===== src/rtl/canvas_sampler.sv =====
// rtl/canvas_sampler.sv - reduce a frame-RAM region of interest to an OUT_DIM x OUT_DIM image
//
// Reads BLOCK x BLOCK tiles of the black/white canvas from the frame RAM and
// emits one summarised pixel per tile, row-major, over a valid/ready stream.
// Optional build macro: CANVAS_SAMPLER_GRAYSCALE_EN
//   defined     -> out_data = min(255, white_count*4)
//   not defined -> out_data = 8'hFF when white_count >= THRESHOLD, else 8'h00
//
// Ports:
//   clk        in   clock
//   reset      in   asynchronous, active-high reset
//   start      in   one-cycle pulse, sample the current frame (ignored unless idle)
//   busy       out  frame in progress (READ / DRAIN / OUTPUT)
//   done       out  one-cycle pulse after the last beat is accepted
//   ram_rd     out  frame RAM read strobe
//   ram_addr   out  frame RAM read address (0 when not reading)
//   ram_q      in   frame RAM data, valid one cycle after ram_rd (1 = white)
//   out_valid  out  output pixel valid
//   out_ready  in   downstream ready
//   out_data   out  output pixel value
//   out_last   out  marks the final pixel of the image
module canvas_sampler #(
  parameter int PIXEL_NUM  = 76800,
  parameter int COL_NUM    = 320,
  parameter int ROW_NUM    = 240,
  parameter int BLOCK      = 8,
  parameter int OUT_DIM    = 28,
  parameter int COL_OFFSET = 48,
  parameter int ROW_OFFSET = 8,
  parameter int THRESHOLD  = 16
) (
  input  logic                         clk,
  input  logic                         reset,
  input  logic                         start,
  output logic                         busy,
  output logic                         done,
  output logic                         ram_rd,
  output logic [$clog2(PIXEL_NUM)-1:0] ram_addr,
  input  logic                         ram_q,
  output logic                         out_valid,
  input  logic                         out_ready,
  output logic [7:0]                   out_data,
  output logic                         out_last
);

  localparam int ADDR_W = $clog2(PIXEL_NUM);
  localparam int ROW_W  = $clog2(ROW_NUM);
  localparam int COL_W  = $clog2(COL_NUM);
  localparam int PIX_W  = $clog2(BLOCK);
  localparam int TILE_W = $clog2(OUT_DIM);
  localparam int ACC_W  = $clog2(BLOCK * BLOCK + 1);

  localparam logic [PIX_W-1:0]  PIX_LAST  = PIX_W'(BLOCK - 1);
  localparam logic [TILE_W-1:0] TILE_LAST = TILE_W'(OUT_DIM - 1);

  localparam logic [2:0] S_IDLE   = 3'd0;
  localparam logic [2:0] S_READ   = 3'd1;
  localparam logic [2:0] S_DRAIN  = 3'd2;
  localparam logic [2:0] S_OUTPUT = 3'd3;
  localparam logic [2:0] S_DONE   = 3'd4;

  logic [2:0]        state;
  logic [TILE_W-1:0] tile_row;
  logic [TILE_W-1:0] tile_col;
  logic [PIX_W-1:0]  pix_row;
  logic [PIX_W-1:0]  pix_col;
  logic [ACC_W-1:0]  acc;
  logic              rd_pending;   // a read was issued last cycle, so ram_q is valid now
  logic [ROW_W-1:0]  frame_row;
  logic [COL_W-1:0]  frame_col;
  logic [7:0]        pixel_value;

  always_comb begin
    frame_row = ROW_W'(ROW_OFFSET) + ROW_W'(tile_row) * ROW_W'(BLOCK) + ROW_W'(pix_row);
    frame_col = COL_W'(COL_OFFSET) + COL_W'(tile_col) * COL_W'(BLOCK) + COL_W'(pix_col);
  end

`ifdef CANVAS_SAMPLER_GRAYSCALE_EN
  logic [ACC_W+1:0] scaled;
  assign scaled = {acc, 2'b00};

  // A fully white tile scales to 256, which saturates to 255.
  always_comb begin
    pixel_value = 8'h00;
    if (scaled > (ACC_W + 2)'(255)) begin
      pixel_value = 8'hFF;
    end else begin
      pixel_value = scaled[7:0];
    end
  end
`else
  always_comb begin
    pixel_value = 8'h00;
    if (acc >= ACC_W'(THRESHOLD)) begin
      pixel_value = 8'hFF;
    end
  end
`endif

  // All outputs decode from registered state, so an asynchronous reset
  // returns them to zero immediately.
  assign busy      = (state == S_READ) || (state == S_DRAIN) || (state == S_OUTPUT);
  assign done      = (state == S_DONE);
  assign ram_rd    = (state == S_READ);
  assign ram_addr  = (state == S_READ) ?
                     ADDR_W'(frame_row) * ADDR_W'(COL_NUM) + ADDR_W'(frame_col) : '0;
  assign out_valid = (state == S_OUTPUT);
  assign out_data  = (state == S_OUTPUT) ? pixel_value : 8'h00;
  assign out_last  = (state == S_OUTPUT) && (tile_row == TILE_LAST) && (tile_col == TILE_LAST);

  always_ff @(posedge clk or posedge reset) begin
    if (reset) begin
      state      <= S_IDLE;
      tile_row   <= '0;
      tile_col   <= '0;
      pix_row    <= '0;
      pix_col    <= '0;
      acc        <= '0;
      rd_pending <= 1'b0;
    end else begin
      rd_pending <= (state == S_READ);
      if (rd_pending) begin
        acc <= acc + ACC_W'(ram_q);
      end

      case (state)
        S_IDLE: begin
          if (start) begin
            state    <= S_READ;
            tile_row <= '0;
            tile_col <= '0;
            pix_row  <= '0;
            pix_col  <= '0;
            acc      <= '0;
          end
        end

        // Column is the inner loop; the last read of a tile moves to DRAIN
        // so its data, arriving one cycle late, still lands in the count.
        S_READ: begin
          if (pix_col == PIX_LAST) begin
            pix_col <= '0;
            if (pix_row == PIX_LAST) begin
              pix_row <= '0;
              state   <= S_DRAIN;
            end else begin
              pix_row <= pix_row + 1'b1;
            end
          end else begin
            pix_col <= pix_col + 1'b1;
          end
        end

        S_DRAIN: begin
          state <= S_OUTPUT;
        end

        S_OUTPUT: begin
          if (out_ready) begin
            acc <= '0;
            if (tile_col == TILE_LAST) begin
              tile_col <= '0;
              if (tile_row == TILE_LAST) begin
                tile_row <= '0;
                state    <= S_DONE;
              end else begin
                tile_row <= tile_row + 1'b1;
                state    <= S_READ;
              end
            end else begin
              tile_col <= tile_col + 1'b1;
              state    <= S_READ;
            end
          end
        end

        S_DONE: begin
          state <= S_IDLE;
        end

        default: begin
          state <= S_IDLE;
        end
      endcase
    end
  end

endmodule


===== config.mk =====
export PLATFORM = sky130hd
export DESIGN_NAME = canvas_sampler
export DESIGN_NICKNAME = d
export VERILOG_FILES = /design/src/rtl/canvas_sampler.sv
export SDC_FILE = /design/constraint.sdc
export NUM_CORES = 1
export LEC_CHECK = 0
export ABC_AREA = 1
export CAP_MARGIN = 20
export CORE_MARGIN = 8
export CORE_UTILIZATION = 58
export CTS_CLUSTER_SIZE = 28
export DETAILED_ROUTE_END_ITERATION = 10
export PLACE_DENSITY = 0.85
export RECOVER_POWER = 50
export SYNTH_ARGS = -nofsm -noshare
export SYNTH_HDL_FRONTEND = slang
export SYNTH_SLANG_ARGS = --single-unit

===== constraint.sdc =====
create_clock -name clk -period 4.09 [get_ports clk]
set_input_delay 0.409 -clock clk [delete_from_list [all_inputs] [get_ports clk]]
set_output_delay 0.409 -clock clk [all_outputs]
set_load 0.005 [all_outputs]

==> results.py <==
metrics = {
    "clock_tree": {
        "post-cts-setup-buffers": 0,
        "clock-root-buffer": "sky130_fd_sc_hd__clkbuf_8",
        "clkSlewWorstSetupHoldPaths_ps": 100,
        "tritoncts": "done",
        "post_cts.resized_instances": 0,
        "clock_path_buffers": 2,
        "h-tree-depth": 1,
        "insertion_delay_of_the_later_clocked_pin_in_the_worst_skew_pair_ps": 280,
        "clkSinkCount": 27,
        "cts_hold_repair_buffers": 0,
        "num_cts_buffers": 3,
    },
    "routing": {
        "routed_wl_um": 4820,
        "drt_first_iter_violations": 99,
        "final_antenna_net_count": 0,
        "drt-pass1-iter-count": 4,
        "drc": 0,
        "dr_total_vias": 2017,
        "detail_route.vias_per_cell": 5.31,
        "detailed_route_wire_length_per_cell_um": 12.7,
    },
    "timing": {
        "maxClockFrequency_mhz": 273,
        "final_period_utilization_pct": 89.6,
        "post-route-min-period_ps": 3660,
        "tightest_slew_ps": 986,
        "final-setup-viol-count": 0,
        "timing.final.hold_violations": 0,
        "slew_headroom_pct": 34.3,
        "max_slew_violation_count": 0,
        "rsz0062_at_grt": "no",
        "final_setup_skew_ps": 6.47,
        "setup_tns_ps": 0,
        "timing.hold.ws_ps": 513,
    },
    "global_routing": {
        "pin_count_of_the_biggest_net_entering_global_routing": 28,
        "global_route.overflow_total": 0,
        "grt_pass1_vias": 1943,
        "grt.total_usage_pct": 15.8,
        "antenna_found_initial": 0,
        "grt_pass1_wl_um": 8170,
    },
    "logic_synthesis": {
        "post_synth_instance_area_mm2": 0.00220,
        "synth-seq-cells": 27,
        "average_footprint_of_a_synthesized_cell_um2": 7.28,
        "post_synth_num_cell_types": 36,
        "sequential_fraction_of_the_synthesis_area_pct": 30.8,
        "yosys_warnings": 0,
        "syn_nets": 330,
        "synthesis.instances": 302,
    },
    "layout": {
        "n_fill_cell": 302,
        "layout-area-overhead-vs-synth_pct": 15.9,
        "post-route-util_pct": 69.6,
        "final_layout_size_suffix_gt1_share_pct": 2.11,
        "num_antenna_cells": 0,
        "finish.net_count": 361,
        "layout_common_cells": "sky130_fd_sc_hd__nand2_1, sky130_fd_sc_hd__inv_1, sky130_fd_sc_hd__nor2_1",
        "mostFrequentLayoutCell": "sky130_fd_sc_hd__nand2_1",
    },
    "placed_design": {
        "buffer_ports.inserted": 34,
        "post-dp-hpwl_um": 3730,
        "globalplace.congestion": 0.852,
    },
    "worst_setup_path": {
        "rr_worst_depth": 9,
        "worst_path_max_delay_cell": "sky130_fd_sc_hd__clkdlybuf4s50_1",
        "chain_of_cells_forming_the_critical_path": "ha_1, ha_1, inv_1, fa_1, inv_1, nand2_1, nand2_1, nand3_1, nand2_1, nand2_1, nor2_1, a21oi_1, nor2_1, clkdlybuf4s50_1",
        "timing.critical_path.fanout_max": 6,
        "regToRegSetupSlack_ps": 1930,
        "worst_setup_path_end_kind": "output port",
        "worst_path_dominant_cell_family": "adder cells",
        "worstSetupPathType": "reg2out",
        "cp.arrival_ps": 3260,
        "critical_path.n_buffers_inverters": 3,
        "cp_slowest_stage_delay_ps": 510,
        "most_prevalent_standard_cell_on_the_critical_path": "sky130_fd_sc_hd__nand2_1",
        "cp_num_cells": 14,
        "crit_required_ps": 3680,
        "critical_path.startpoint_type": "flip-flop",
    },
    "floorplan": {
        "top_level_ports": 35,
        "core_area_mm2": 0.00366,
        "floorplan.die.height_um": 77.5,
        "initial_utilization_pct": 60.0,
        "dieArea_mm2": 0.00601,
        "placementRows": 22,
        "die_x_um": 77.5,
    },
    "worst_hold_path": {
        "whs_path_depth": 1,
        "worstHoldPathType": "reg2reg",
    },
    "pwr": {
        "p_per_area_mw_per_mm2": 405,
        "vdd_ir_drop_max_mv": 0.212,
        "cellLeakagePower_nw": 1.30,
    },
    "outcome": {
        "status": "complete, no violations",
    },
    "flow_run": {
        "drv.max_cap_violation_count": 0,
    },
}
## metal layers
metal | GRT usage [%] | share of wire, % | vias up
met5 | 0 | 0 | -
met2 | 28.2 | 48 | 53
li1 | - | - | 1045
met3 | 2.19 | 4.4 | 6
met1 | 18.9 | 47 | 913
met4 | 5.09 | 1.2 | 0
## cells by family (layout without fill, tap and decap cells)
family / count (synthesis) / after routing / share of synthesized area [%]
AOI/OAI and AO/OA: 43 / 43 / 11.9
buffers and inverters: 55 / 85 / 11.0
muxes: 2 / 2 / 0.911
xor gates and xnor gates: 8 / 8 / 3.19
adders and majority gates: 23 / 23 / 13.4
DFF: 27 / 27 / 30.8
and+or+nand+nor: 144 / 144 / 28.8
## power breakdown
group | internal (mW) | leakage [nW] | switching, mW | total (mW)
clock network | 0.0700 | 0.0228 | 0.0866 | 0.157
registers | 0.313 | 0.366 | 0.0466 | 0.359
logic | 0.211 | 0.908 | 0.305 | 0.516
## layout make-up
type | count | area, um2 | share of cell area, %
clock buffer | 4 | 45.0 | 1.77
inverter | 46 | 174 | 6.83
timing repair buffer | 35 | 344 | 13.5
tap | 48 | 60.1 | 2.36
multi-input combinational | 220 | 1250 | 49.0
sequential | 27 | 676 | 26.5
## cells in the mapped netlist
cell / count / area, um2
sky130_fd_sc_hd__dfrtp_1: 27 / 676
sky130_fd_sc_hd__clkbuf_1: 1 / 3.75
sky130_fd_sc_hd__xnor2_1: 1 / 8.76
sky130_fd_sc_hd__mux2i_1: 2 / 20.0
sky130_fd_sc_hd__a21oi_1: 17 / 85.1
sky130_fd_sc_hd__and2_1: 1 / 6.26
sky130_fd_sc_hd__nand2_1: 60 / 225
sky130_fd_sc_hd__or2_2: 1 / 6.26
sky130_fd_sc_hd__nand3_1: 28 / 140
sky130_fd_sc_hd__inv_2: 1 / 3.75
sky130_fd_sc_hd__a211oi_4: 1 / 20.0
sky130_fd_sc_hd__nor2_1: 36 / 135
sky130_fd_sc_hd__ha_1: 22 / 275
sky130_fd_sc_hd__buf_4: 7 / 52.6
sky130_fd_sc_hd__fa_1: 1 / 20.0
sky130_fd_sc_hd__o31ai_1: 2 / 15.0
sky130_fd_sc_hd__xor2_1: 7 / 61.3
sky130_fd_sc_hd__clkinv_1: 1 / 3.75
sky130_fd_sc_hd__o21ai_2: 4 / 35.0
sky130_fd_sc_hd__nor3_1: 6 / 30.0
sky130_fd_sc_hd__nand2_4: 1 / 11.3
sky130_fd_sc_hd__inv_4: 1 / 6.26
sky130_fd_sc_hd__a31oi_1: 1 / 6.26
sky130_fd_sc_hd__inv_1: 43 / 161
sky130_fd_sc_hd__o211ai_1: 2 / 15.0
sky130_fd_sc_hd__o21a_1: 1 / 7.51
sky130_fd_sc_hd__or2_1: 1 / 6.26
sky130_fd_sc_hd__nand2_2: 1 / 6.26
sky130_fd_sc_hd__a211oi_1: 1 / 7.51
sky130_fd_sc_hd__nor3_2: 1 / 10.0
sky130_fd_sc_hd__nand3b_1: 1 / 7.51
sky130_fd_sc_hd__nand3_2: 1 / 10.0
sky130_fd_sc_hd__and3_1: 1 / 6.26
sky130_fd_sc_hd__nand4_1: 5 / 31.3
sky130_fd_sc_hd__o21ai_0: 14 / 70.1
sky130_fd_sc_hd__buf_6: 1 / 11.3
## path summary, 6_finish.rpt
check	start	endpoint
hold / removal	pix_col[0]$_DFFE_PP0P_	pix_col[0]$_DFFE_PP0P_
setup reg to reg	state[2]$_DFFE_PP0P_	tile_col[4]$_DFFE_PP0P_
max in group asynchronous	reset	tile_col[1]$_DFFE_PP0P_
setup / recovery	tile_row[0]$_DFFE_PP0P_	ram_addr[15]
min in group asynchronous	reset	acc[6]$_DFF_PP0_
hold reg to reg	pix_col[0]$_DFFE_PP0P_	pix_col[0]$_DFFE_PP0P_
## flip-flops by register name, indices dropped and copies added, names as in the netlist
name and count:
acc 7, state 3, tile_row 5, pix_row 3
pix_col 3, rd_pending 1, tile_col 5
## metrics by stage
| step | instances | setup slack [ps] | instance area [um2] | power, mW |
|---|---|---|---|---|
| floorplan | 302 | 1400 | 2200 | 0.715 |
| global placement | 375 | 802 | 2530 | 0.894 |
| detailed placement | 375 | 744 | 2530 | 0.908 |
| CTS | 379 | 430 | 2570 | 1.06 |
| global route | 380 | 178 | 2550 | 1.12 |
| finish | 380 | 426 | 2550 | 1.03 |
No activity file was read; power rests on OpenSTA's default activity.
